===== src/rtl/fetch_buffer.sv =====
// ----------------------------------------------------------------------------
// fetch_buffer
//
// Instruction queue between fetch and decode. Each accepted fetch beat
// {pc, pc4, instr} is stored in a small circular FIFO so that decode
// backpressure does not stall fetch in the same cycle. A flush (branch taken)
// empties the queue. Decode always reads the head entry.
//
// Optional feature (compile-time macro): FETCH_BUFFER_BYPASS_EN
//   When defined and the queue is empty, an incoming beat is presented on the
//   outputs in the same cycle. If decode takes it, the beat is never written.
//
// Ports
//   clk        in   clock, rising edge
//   arst       in   asynchronous active-high reset
//   in_valid   in   fetch presents a beat
//   in_ready   out  buffer can accept a beat (registered state only)
//   in_pc      in   PC of incoming instruction
//   in_pc4     in   PC+4 of incoming instruction
//   in_instr   in   incoming instruction word
//   out_valid  out  head entry valid
//   out_ready  in   decode consumes the head
//   out_pc     out  head PC (0 when out_valid=0)
//   out_pc4    out  head PC+4 (0 when out_valid=0)
//   out_instr  out  head instruction (NOP_INSTR when out_valid=0)
//   flush      in   discard all entries; wins over push and pop
//   count      out  current occupancy
// ----------------------------------------------------------------------------
module fetch_buffer #(
    parameter int                    DATA_WIDTH = 32,
    parameter int                    DEPTH      = 4,
    parameter logic [DATA_WIDTH-1:0] NOP_INSTR  = DATA_WIDTH'(32'h0000_0013)
) (
    input  logic                     clk,
    input  logic                     arst,
    input  logic                     in_valid,
    output logic                     in_ready,
    input  logic [DATA_WIDTH-1:0]    in_pc,
    input  logic [DATA_WIDTH-1:0]    in_pc4,
    input  logic [DATA_WIDTH-1:0]    in_instr,
    output logic                     out_valid,
    input  logic                     out_ready,
    output logic [DATA_WIDTH-1:0]    out_pc,
    output logic [DATA_WIDTH-1:0]    out_pc4,
    output logic [DATA_WIDTH-1:0]    out_instr,
    input  logic                     flush,
    output logic [$clog2(DEPTH):0]   count
);

    localparam int            AW       = $clog2(DEPTH);
    localparam int            CW       = AW + 1;
    localparam logic [CW-1:0] FULL_CNT = CW'(DEPTH);

    logic [DATA_WIDTH-1:0] r_pc    [DEPTH];
    logic [DATA_WIDTH-1:0] r_pc4   [DEPTH];
    logic [DATA_WIDTH-1:0] r_instr [DEPTH];

    logic [AW-1:0] r_wptr;
    logic [AW-1:0] r_rptr;
    logic [CW-1:0] r_count;

    logic w_empty;
    logic w_full;
    logic w_bypass;
    logic w_push;
    logic w_pop;

    assign w_empty = (r_count == '0);
    assign w_full  = (r_count == FULL_CNT);

`ifdef FETCH_BUFFER_BYPASS_EN
    assign w_bypass = w_empty & in_valid & ~flush;
`else
    assign w_bypass = 1'b0;
`endif

    // A bypassed beat that decode takes directly is never stored.
    assign w_push = in_valid & ~w_full & ~flush & ~(w_bypass & out_ready);
    // Only a stored head can be popped; a bypassed beat is handled above.
    assign w_pop  = ~w_empty & out_ready & ~flush;

    always_ff @(posedge clk or posedge arst) begin
        if (arst) begin
            r_wptr  <= '0;
            r_rptr  <= '0;
            r_count <= '0;
        end else if (flush) begin
            r_wptr  <= '0;
            r_rptr  <= '0;
            r_count <= '0;
        end else begin
            if (w_push) begin
                r_wptr <= r_wptr + AW'(1);
            end
            if (w_pop) begin
                r_rptr <= r_rptr + AW'(1);
            end
            case ({w_push, w_pop})
                2'b10:   r_count <= r_count + CW'(1);
                2'b01:   r_count <= r_count - CW'(1);
                default: r_count <= r_count;
            endcase
        end
    end

    // Entry contents need no reset: they are only visible while counted valid.
    always_ff @(posedge clk) begin
        if (w_push) begin
            r_pc[r_wptr]    <= in_pc;
            r_pc4[r_wptr]   <= in_pc4;
            r_instr[r_wptr] <= in_instr;
        end
    end

    always_comb begin
        out_valid = 1'b0;
        out_pc    = '0;
        out_pc4   = '0;
        out_instr = NOP_INSTR;
        if (!w_empty) begin
            out_valid = 1'b1;
            out_pc    = r_pc[r_rptr];
            out_pc4   = r_pc4[r_rptr];
            out_instr = r_instr[r_rptr];
        end else if (w_bypass) begin
            out_valid = 1'b1;
            out_pc    = in_pc;
            out_pc4   = in_pc4;
            out_instr = in_instr;
        end
    end

    assign in_ready = ~w_full;
    assign count    = r_count;

endmodule

===== config.mk =====
export PLATFORM = sky130hd
export DESIGN_NAME = fetch_buffer
export DESIGN_NICKNAME = d
export VERILOG_FILES = /design/src/rtl/fetch_buffer.sv
export SDC_FILE = /design/constraint.sdc
export NUM_CORES = 1
export LEC_CHECK = 0
export ABC_AREA = 1
export CAP_MARGIN = 20
export CORE_AREA = 2 2 170 172
export DETAILED_ROUTE_END_ITERATION = 8
export DIE_AREA = 0 0 172 174
export HOLD_SLACK_MARGIN = 0.05
export PLACE_DENSITY = 0.81
export SLEW_MARGIN = 20
export SYNTH_ARGS = -nofsm -noshare
export SYNTH_HDL_FRONTEND = slang
export SYNTH_SLANG_ARGS = --single-unit

===== constraint.sdc =====
create_clock -name clk -period 7.5 [get_ports clk]
set_input_delay 1.125 -clock clk [delete_from_list [all_inputs] [get_ports clk]]
set_output_delay 1.125 -clock clk [all_outputs]
set_load 0.005 [all_outputs]

# == Word-level counts from Yosys, hierarchy flattened ==
# Memories as Yosys holds them, arrays and structs flattened.
# Index checks and enable logic that the tools add are counted.
# op_classes
add_sub_neg,4
n_eq_ne,3
muxes,12
bitwise_logic,7
reduce_logical,4
# op_table
operator,n
2-to-1 mux 32 bit,3
2-to-1 mux 2 bit,4
case mux 3 bit (2 select lines),1
"adder 2 x 1 -> 2 bit, second input constant",2
AND 1 bit,4
nonzero test 2 bit,2
"adder 3 x 1 -> 3 bit, second input constant",1
"equality test 3 bit, second input constant",1
logical NOT 3 bit,1
2-to-1 mux 1 bit,3
2-to-1 mux 3 bit,1
inverter 1 bit,3
nonzero test 3 bit,1
"subtractor 3 x 1 -> 3 bit, second input constant",1
"equality test 2 x 1 -> 1 bit, second input constant",1
"equality test 2 bit, second input constant",1
# word_totals
reg_bits,7
ramBits,384
in_bits,101
out_inout_bits,101
elab_cells,36
n_memories,3
# memory_table
name,words,width,rd,rd_clocked_by_memory_dff,wr,line_no,text
r_instr,4,32,1,0,1,56,logic [DATA_WIDTH-1:0] r_instr [DEPTH];
r_pc,4,32,1,0,1,54,logic [DATA_WIDTH-1:0] r_pc [DEPTH];
r_pc4,4,32,1,0,1,55,logic [DATA_WIDTH-1:0] r_pc4 [DEPTH];

# == Logic depth before layout (Yosys ltp) ==
# Gate-level depths: netlist of run 1.
# logic_depth
depth_word,7
depth_mapped,12
mapped_depth_nobuf,12

# == Least setup slack after synthesis of run 1 ==
# Ideal clock, no wire load.
# synth_timing
path_type,input port to flip-flop
start,input in_valid
end,memory r_instr[0][0] (enable)
setup_time_ns,0.551
t_arrival_ns,5.421
required_time_ns,6.949
setup_slack_ns,1.528
cell_stages,4
path_buffers,0
cell_sequence,nand2_2 -> nor2_1 -> inv_1 -> nor2_1
# synth_via
elab_chain_len,4
# synth_lines
item,line_no,text
"start, declared",36,"input logic in_valid,"
AND 1 bit (2 in a row),78,assign w_push = in_valid & ~w_full & ~flush & ~(w_bypass & out_ready);
2-to-1 mux 1 bit,108,if (w_push) begin
2-to-1 mux 1 bit (not written as such),111,r_instr[r_wptr] <= in_instr;
"end, declared",56,
# No other way between the ends.

# == Worst setup path in the final report of run 1 ==
# layout_timing
start,register r_rptr[0]
end,output out_pc4[4]
# layout_via
elab_chain_len,2
# layout_lines
item,line_no,text
"start, declared",59,logic [AW-1:0] r_rptr;
"start signal, assigned",96,r_rptr <= r_rptr + AW'(1);
memory read (4 x 32 bit),-,
2-to-1 mux 32 bit,120,if (!w_empty) begin
"end, declared",44,"output logic [DATA_WIDTH-1:0] out_pc4,"
# No other way between the ends.

==> results of run 1 <==
## state kept, by name, indices dropped and copies added (netlist names)
register and flops:
r_pc4 128, count 3, r_rptr 2, r_wptr 2, r_pc 128, r_instr 128
## where the power goes
group / total (µW) / switching [µW] / internal (µW) / leakage [µW]
clock network: 1740 / 748 / 996 / 0.000544
logic: 1920 / 1050 / 868 / 0.00212
registers: 2610 / 77.0 / 2540 / 0.00358
total: 6280 / 1880 / 4400 / 0.00624
## kinds of logic after synthesis
logic type / synth area share (%)
AOI/OAI and AO/OA: 9.68
and+or+nand+nor: 10.3
DFF: 76.3
adders and majority gates: 0.457
buffers and inverters: 3.13
xor gates and xnor gates: 0.0571
## per-layer routing
metal  up-vias  global-route usage (%)  routed length, µm
met4         4                    7.46                890
met1      4785                    31.1              14000
met3        66                    3.92               2570
li1       4591                       -                  -
met2       398                    39.0              17300
met5         -                       0                 33
## layout make-up
| cell class | count | share of cell area, % |
|---|---|---|
| sequential | 391 | 62.7 |
| multi-input combinational | 714 | 17.0 |
| timing repair buffer | 215 | 11.3 |
| clock buffer | 55 | 5.77 |
| tap | 384 | 2.57 |
| inverter | 15 | 0.348 |
| clock inverter | 12 | 0.275 |
## Yosys cell counts (2+ instances only)
cell      instances  area, µm²
a21oi_1          96        480
buf_2            20        100
buf_4            19        143
buf_6             4       45.0
clkbuf_1         15       56.3
clkbuf_2         15       75.1
dfrtp_1           7        175
edfxtp_1        384      11500
ha_1              4       50.1
inv_1            11       41.3
inv_2             4       15.0
nand2_1          18       67.6
nand2_2           3       18.8
nand3_1           2       10.0
nor2_1          389       1460
o21ai_0          70        350
o21ai_1         123        616
o311ai_1          3       26.3
## how the worst min path moves through the flow
| stage | start | endpoint | slack, ns | depth (start not counted) |
|---|---|---|---|---|
| after global routing | count[0]$_DFFE_PP0P_ | count[0]$_DFFE_PP0P_ | 0.67 | 1 |
| after detailed placement | count[2]$_DFFE_PP0P_ | count[2]$_DFFE_PP0P_ | 0.61 | 2 |
| after global placement | count[2]$_DFFE_PP0P_ | count[2]$_DFFE_PP0P_ | 0.59 | 2 |
| after floorplan | count[2]$_DFFE_PP0P_ | count[2]$_DFFE_PP0P_ | 0.58 | 2 |
| after CTS | count[2]$_DFFE_PP0P_ | count[2]$_DFFE_PP0P_ | 0.63 | 2 |
| final | count[2]$_DFFE_PP0P_ | count[2]$_DFFE_PP0P_ | 0.62 | 2 |
## critical path: stages, from the launching register on
cell	delay [ns]
dfrtp_4	0.68
inv_6	0.78
buf_4	0.55
o21ai_0	0.22
a21oi_1	0.25
clkdlybuf4s50_1	0.55
## through the flow
step / cells / hold slack (ns) / util, %
after floorplan: 1194 / 0.577 / -
after global placement: 1719 / 0.591 / 62.2
after detailed placement: 1719 / 0.614 / 62.2
after CTS: 1786 / 0.629 / 66.2
after global routing: 1786 / 0.671 / 66.2
final: 1786 / 0.624 / 66.2
==> results.ini, run 1 <==
[grt]
grt_max_degree=146
antenna_found_initial=2
grt_use_total_pct=23.2
grt-ovfl-total=0
grt_pass1_wl_mm=53.2
grt_pass1_vias=9823

[logic_synthesis]
synth_edf_count=384
synth_fp_nets=1300
yosysWarnings=0
syn_area_per_cell_um2=12.8
seq_area_frac_synth_pct=76.3
netlist-cell-type-count=25
synthFlopType=edfxtp_1
synth_seq_cells=391
netlist_instances=1194
netlist_area_um2=15300
async_flop_share_pct=1.79

[routing]
wl_mm=34.8
vias=9844
antenna_left=0
viasPerCell=5.51
drc=0
post_drt_wl_per_cell_um=19.5
drt_iter0_drc=1125
drt_first_pass_iters=5

[placement]
portBuffers=201
place.gp.congestion=0.785
hpwl_mm=19.5
placement.cell_area_um2=17600
pre_cts_slack_ns=3.23

[flow_run]
timing.max_cap.violations=0

[floorplanning]
io_pins=202
num_rows=62
die_h_um=174
dieWidth_um=172
start_util_pct=54.3
dieArea_um2=29900
core_um2=28200

[cts]
worst_skew_pair.late_latency_ns=0.52
cts.sinks=391
cts_tree=yes
hold_buffers=0
clockRootBuffer=clkbuf_16
clkTransAtPathRegs_ns=0.06
clk_path_buf_depth=3
postCtsResizedCells=0
htree_levels=2
cts_made_buffers=39
cts_post_setup_buffers_inserted=0

[timing]
finalSetupViolCount=0
tightest_slew_ns=1.03
rsz0062_at_grt=false
final-max-slew-violation-count=0
fmax_mhz=207
period_share_pct=64.3
finalCriticalPeriod_ns=4.82
fin_setup_tns_ns=0
hold_viol_final=0
setup_ws_ns=2.68
slew_headroom_pct=31.1
worst_clock_skew_ns=0.0102

[setup_path]
startpoint=r_rptr[0]$_DFFE_PP0P_
worst_setup_path_end_kind=primary output
startpoint_type=flip-flop
path_max_fanout=145
worstSetupPathType=reg2out
r2r-start=count[0]$_DFFE_PP0P_
worst_ep_arrival_time_ns=3.70
ff2ff_setup_slack_ns=4.18
crit_path_end=out_pc4[4]
crit-reg2reg-capture=r_pc[1][22]$_DFFE_PP_
cp_data_required_time_ns=6.38
r2r_cells=8

[layout]
syn_to_final_growth_pct=21.9
fin_area_um2=18700
final_cell_mix=nor2_1, edfxtp_1, clkdlybuf4s50_1
diodes=0
drive_gt1_share_pct=5.35
nFillCells=2050
final_common_cell=nor2_1
regArea_um2=11700
multi_input_area_um2=3180
nNetsFinal=1482

[power_and_ir_drop]
power_density_nw_per_um2=336
ir_drop_uv=259
p_leak_uw=0.00624
total_power_uw=6280

[outcome]
outcome=completed

[hold_path]
hold_class=reg2reg

Note: power is estimated with default switching activity, not from simulation.
==> run 2: changes to the inputs <==
Clock period 7.5 ns to 4.62 ns, I/O delays scaled along.
==> results.ini, run 2 (synthesis gave the netlist of run 1 again) <==
[timing]
fin_setup_tns_ns=0
slew_headroom_pct=24.4
worst_clock_skew_ns=0.0108
period_share_pct=82.9
fmax_mhz=261
tightest_slew_ns=1.13
rsz0062_at_grt=false
hold_viol_final=0
finalCriticalPeriod_ns=3.83
finalSetupViolCount=0
final-max-slew-violation-count=0
whs_ns=0.446

[layout]
nFillCells=2010
diodes=0
final_cell_mix=nor2_1, edfxtp_1, clkdlybuf4s50_1
fin_area_um2=18900
drive_gt1_share_pct=6.76
final_common_cell=nor2_1
syn_to_final_growth_pct=23.5
reg_top3=r_instr (128), r_pc4 (128), r_pc (128)
nNetsFinal=1486
finalNonFillerCells=1789

[routing]
drt_first_pass_iters=5
vias=9864
drt_iter0_drc=1044
viasPerCell=5.51
wl_mm=33.8
post_drt_wl_per_cell_um=18.9
drc=0
antenna_left=0

[setup_path]
cp_data_required_time_ns=3.93
startpoint=count[1]$_DFFE_PP0P_
worstSetupPathType=reg2out
cp_common_cell=buf_4
r2r_cells=7
r2r-start=count[0]$_DFFE_PP0P_
max_stage_delay_ns=0.49
crit_slowest_cell=buf_4
worst_setup_path_end_kind=primary output
startpoint_type=flip-flop
worst_ep_arrival_time_ns=3.14
crit_path_end=out_instr[29]
path_max_fanout=33
crit-reg2reg-capture=r_pc4[3][25]$_DFFE_PP_
path_cells=nor2_4, nand2_4, clkinv_2, buf_4, buf_4, a21oi_1, clkdlybuf4s50_1
ff2ff_setup_slack_ns=2.14

[power_and_ir_drop]
ir_drop_uv=492
p_leak_uw=0.00637
clockPowerShare_pct=30.6
p_sw_uw=3040
total_power_uw=10500
pwr-share-comb_pct=29.7
pwr-share-seq_pct=39.7
p_int_uw=7510
power_density_nw_per_um2=557
p_sw_share_pct=28.8

[placement]
portBuffers=201
placement.cell_area_um2=17600
dp_cells=1722
place.gp.congestion=0.803
hpwl_mm=18.5

[grt]
grt_use_total_pct=22.4
grt_most_used_layer=met2
grt_max_degree=194
grt-ovfl-total=0
use_met1_pct=30.7
grt_pass1_wl_mm=52.0
grtUsageMet3_pct=4.12
antenna_found_initial=1
grt_pass1_vias=9770
use_met2_pct=36.1

[cts]
cts_tree=yes
clk_path_buf_depth=3
cts_post_setup_buffers_inserted=0
clkTransAtPathRegs_ns=0.06
cts_made_buffers=40
htree_levels=2
worst_skew_pair.late_latency_ns=0.51
cts.sinks=391
clockRootBuffer=clkbuf_16
postCtsResizedCells=0
hold_buffers=0

[floorplanning]
dieArea_um2=29900
io_pins=202
start_util_pct=54.3
die_h_um=174
dieWidth_um=172
core_um2=28200
num_rows=62

[flow_run]
timing.max_cap.violations=0

[outcome]
outcome=completed

[hold_path]
hold_class=in2async

==> run 2: cell count changes in the layout (fill, tap and decap cells not counted), sizes merged <==
cell	previous run	this run
clkinv	12	15
clkbuf	55	43
buf	14	17
inv	14	16
bufinv	0	6
clkinvlp	1	2
==> run 2: stage by stage <==
stage	utilization [%]	setup WS, ns
after global placement	62.4	1.43
after floorplan	-	-0.920
final	67.1	0.788
after CTS	67.1	0.744
after detailed placement	62.4	1.31
after global routing	67.1	0.598
==> run 2: worst min-delay path by stage <==
stage	startpoint	endpoint	cells after the start
after floorplan	arst	count[0]$_DFFE_PP0P_	1
after global placement	count[2]$_DFFE_PP0P_	count[2]$_DFFE_PP0P_	2
after detailed placement	count[2]$_DFFE_PP0P_	count[2]$_DFFE_PP0P_	2
after CTS	arst	r_wptr[0]$_DFFE_PP0P_	2
after global routing	arst	r_wptr[0]$_DFFE_PP0P_	2
final	arst	r_wptr[0]$_DFFE_PP0P_	2
==> run 2: layout make-up <==
cell class                 instances  area [µm²]  area share, %
sequential                       391       11700           61.8
multi-input combinational        714        3180           16.8
timing repair buffer             218        2190           11.6
tap                              384         480           2.54
clock buffer                      43        1030           5.46
inverter                          15        65.1          0.344
clock inverter                    24         280           1.48
==> run 2: layer usage <==
metal | part of all wire (%) | routed length (µm)
met1 | 40 | 13700
met5 | 0.038 | 13
met3 | 7.7 | 2620
met2 | 49 | 16600
met4 | 2.7 | 899
==> run 2: power groups by stage <==
| stage | clock (µW) | combinational (µW) | sequential, µW |
|---|---|---|---|
| 6_report | 3220 | 3130 | 4190 |
| 3_5_place_dp | 0 | 3120 | 4260 |
| 5_1_grt | 3400 | 3430 | 4200 |
| 4_1_cts | 3270 | 3160 | 4190 |
| 2_1_floorplan | 0 | 1570 | 4270 |
| 3_3_place_gp | 0 | 3070 | 4250 |
==> run 2: worst max-delay path, delay by kind of cell, from the launching register on <==
kind / cells / cell delay, ns
flip-flops: 1 / 0.45
AND/OR/NAND/NOR: 2 / 0.30
AO/OA/AOI/OAI: 1 / 0.10
buffers and inverters: 4 / 1.73
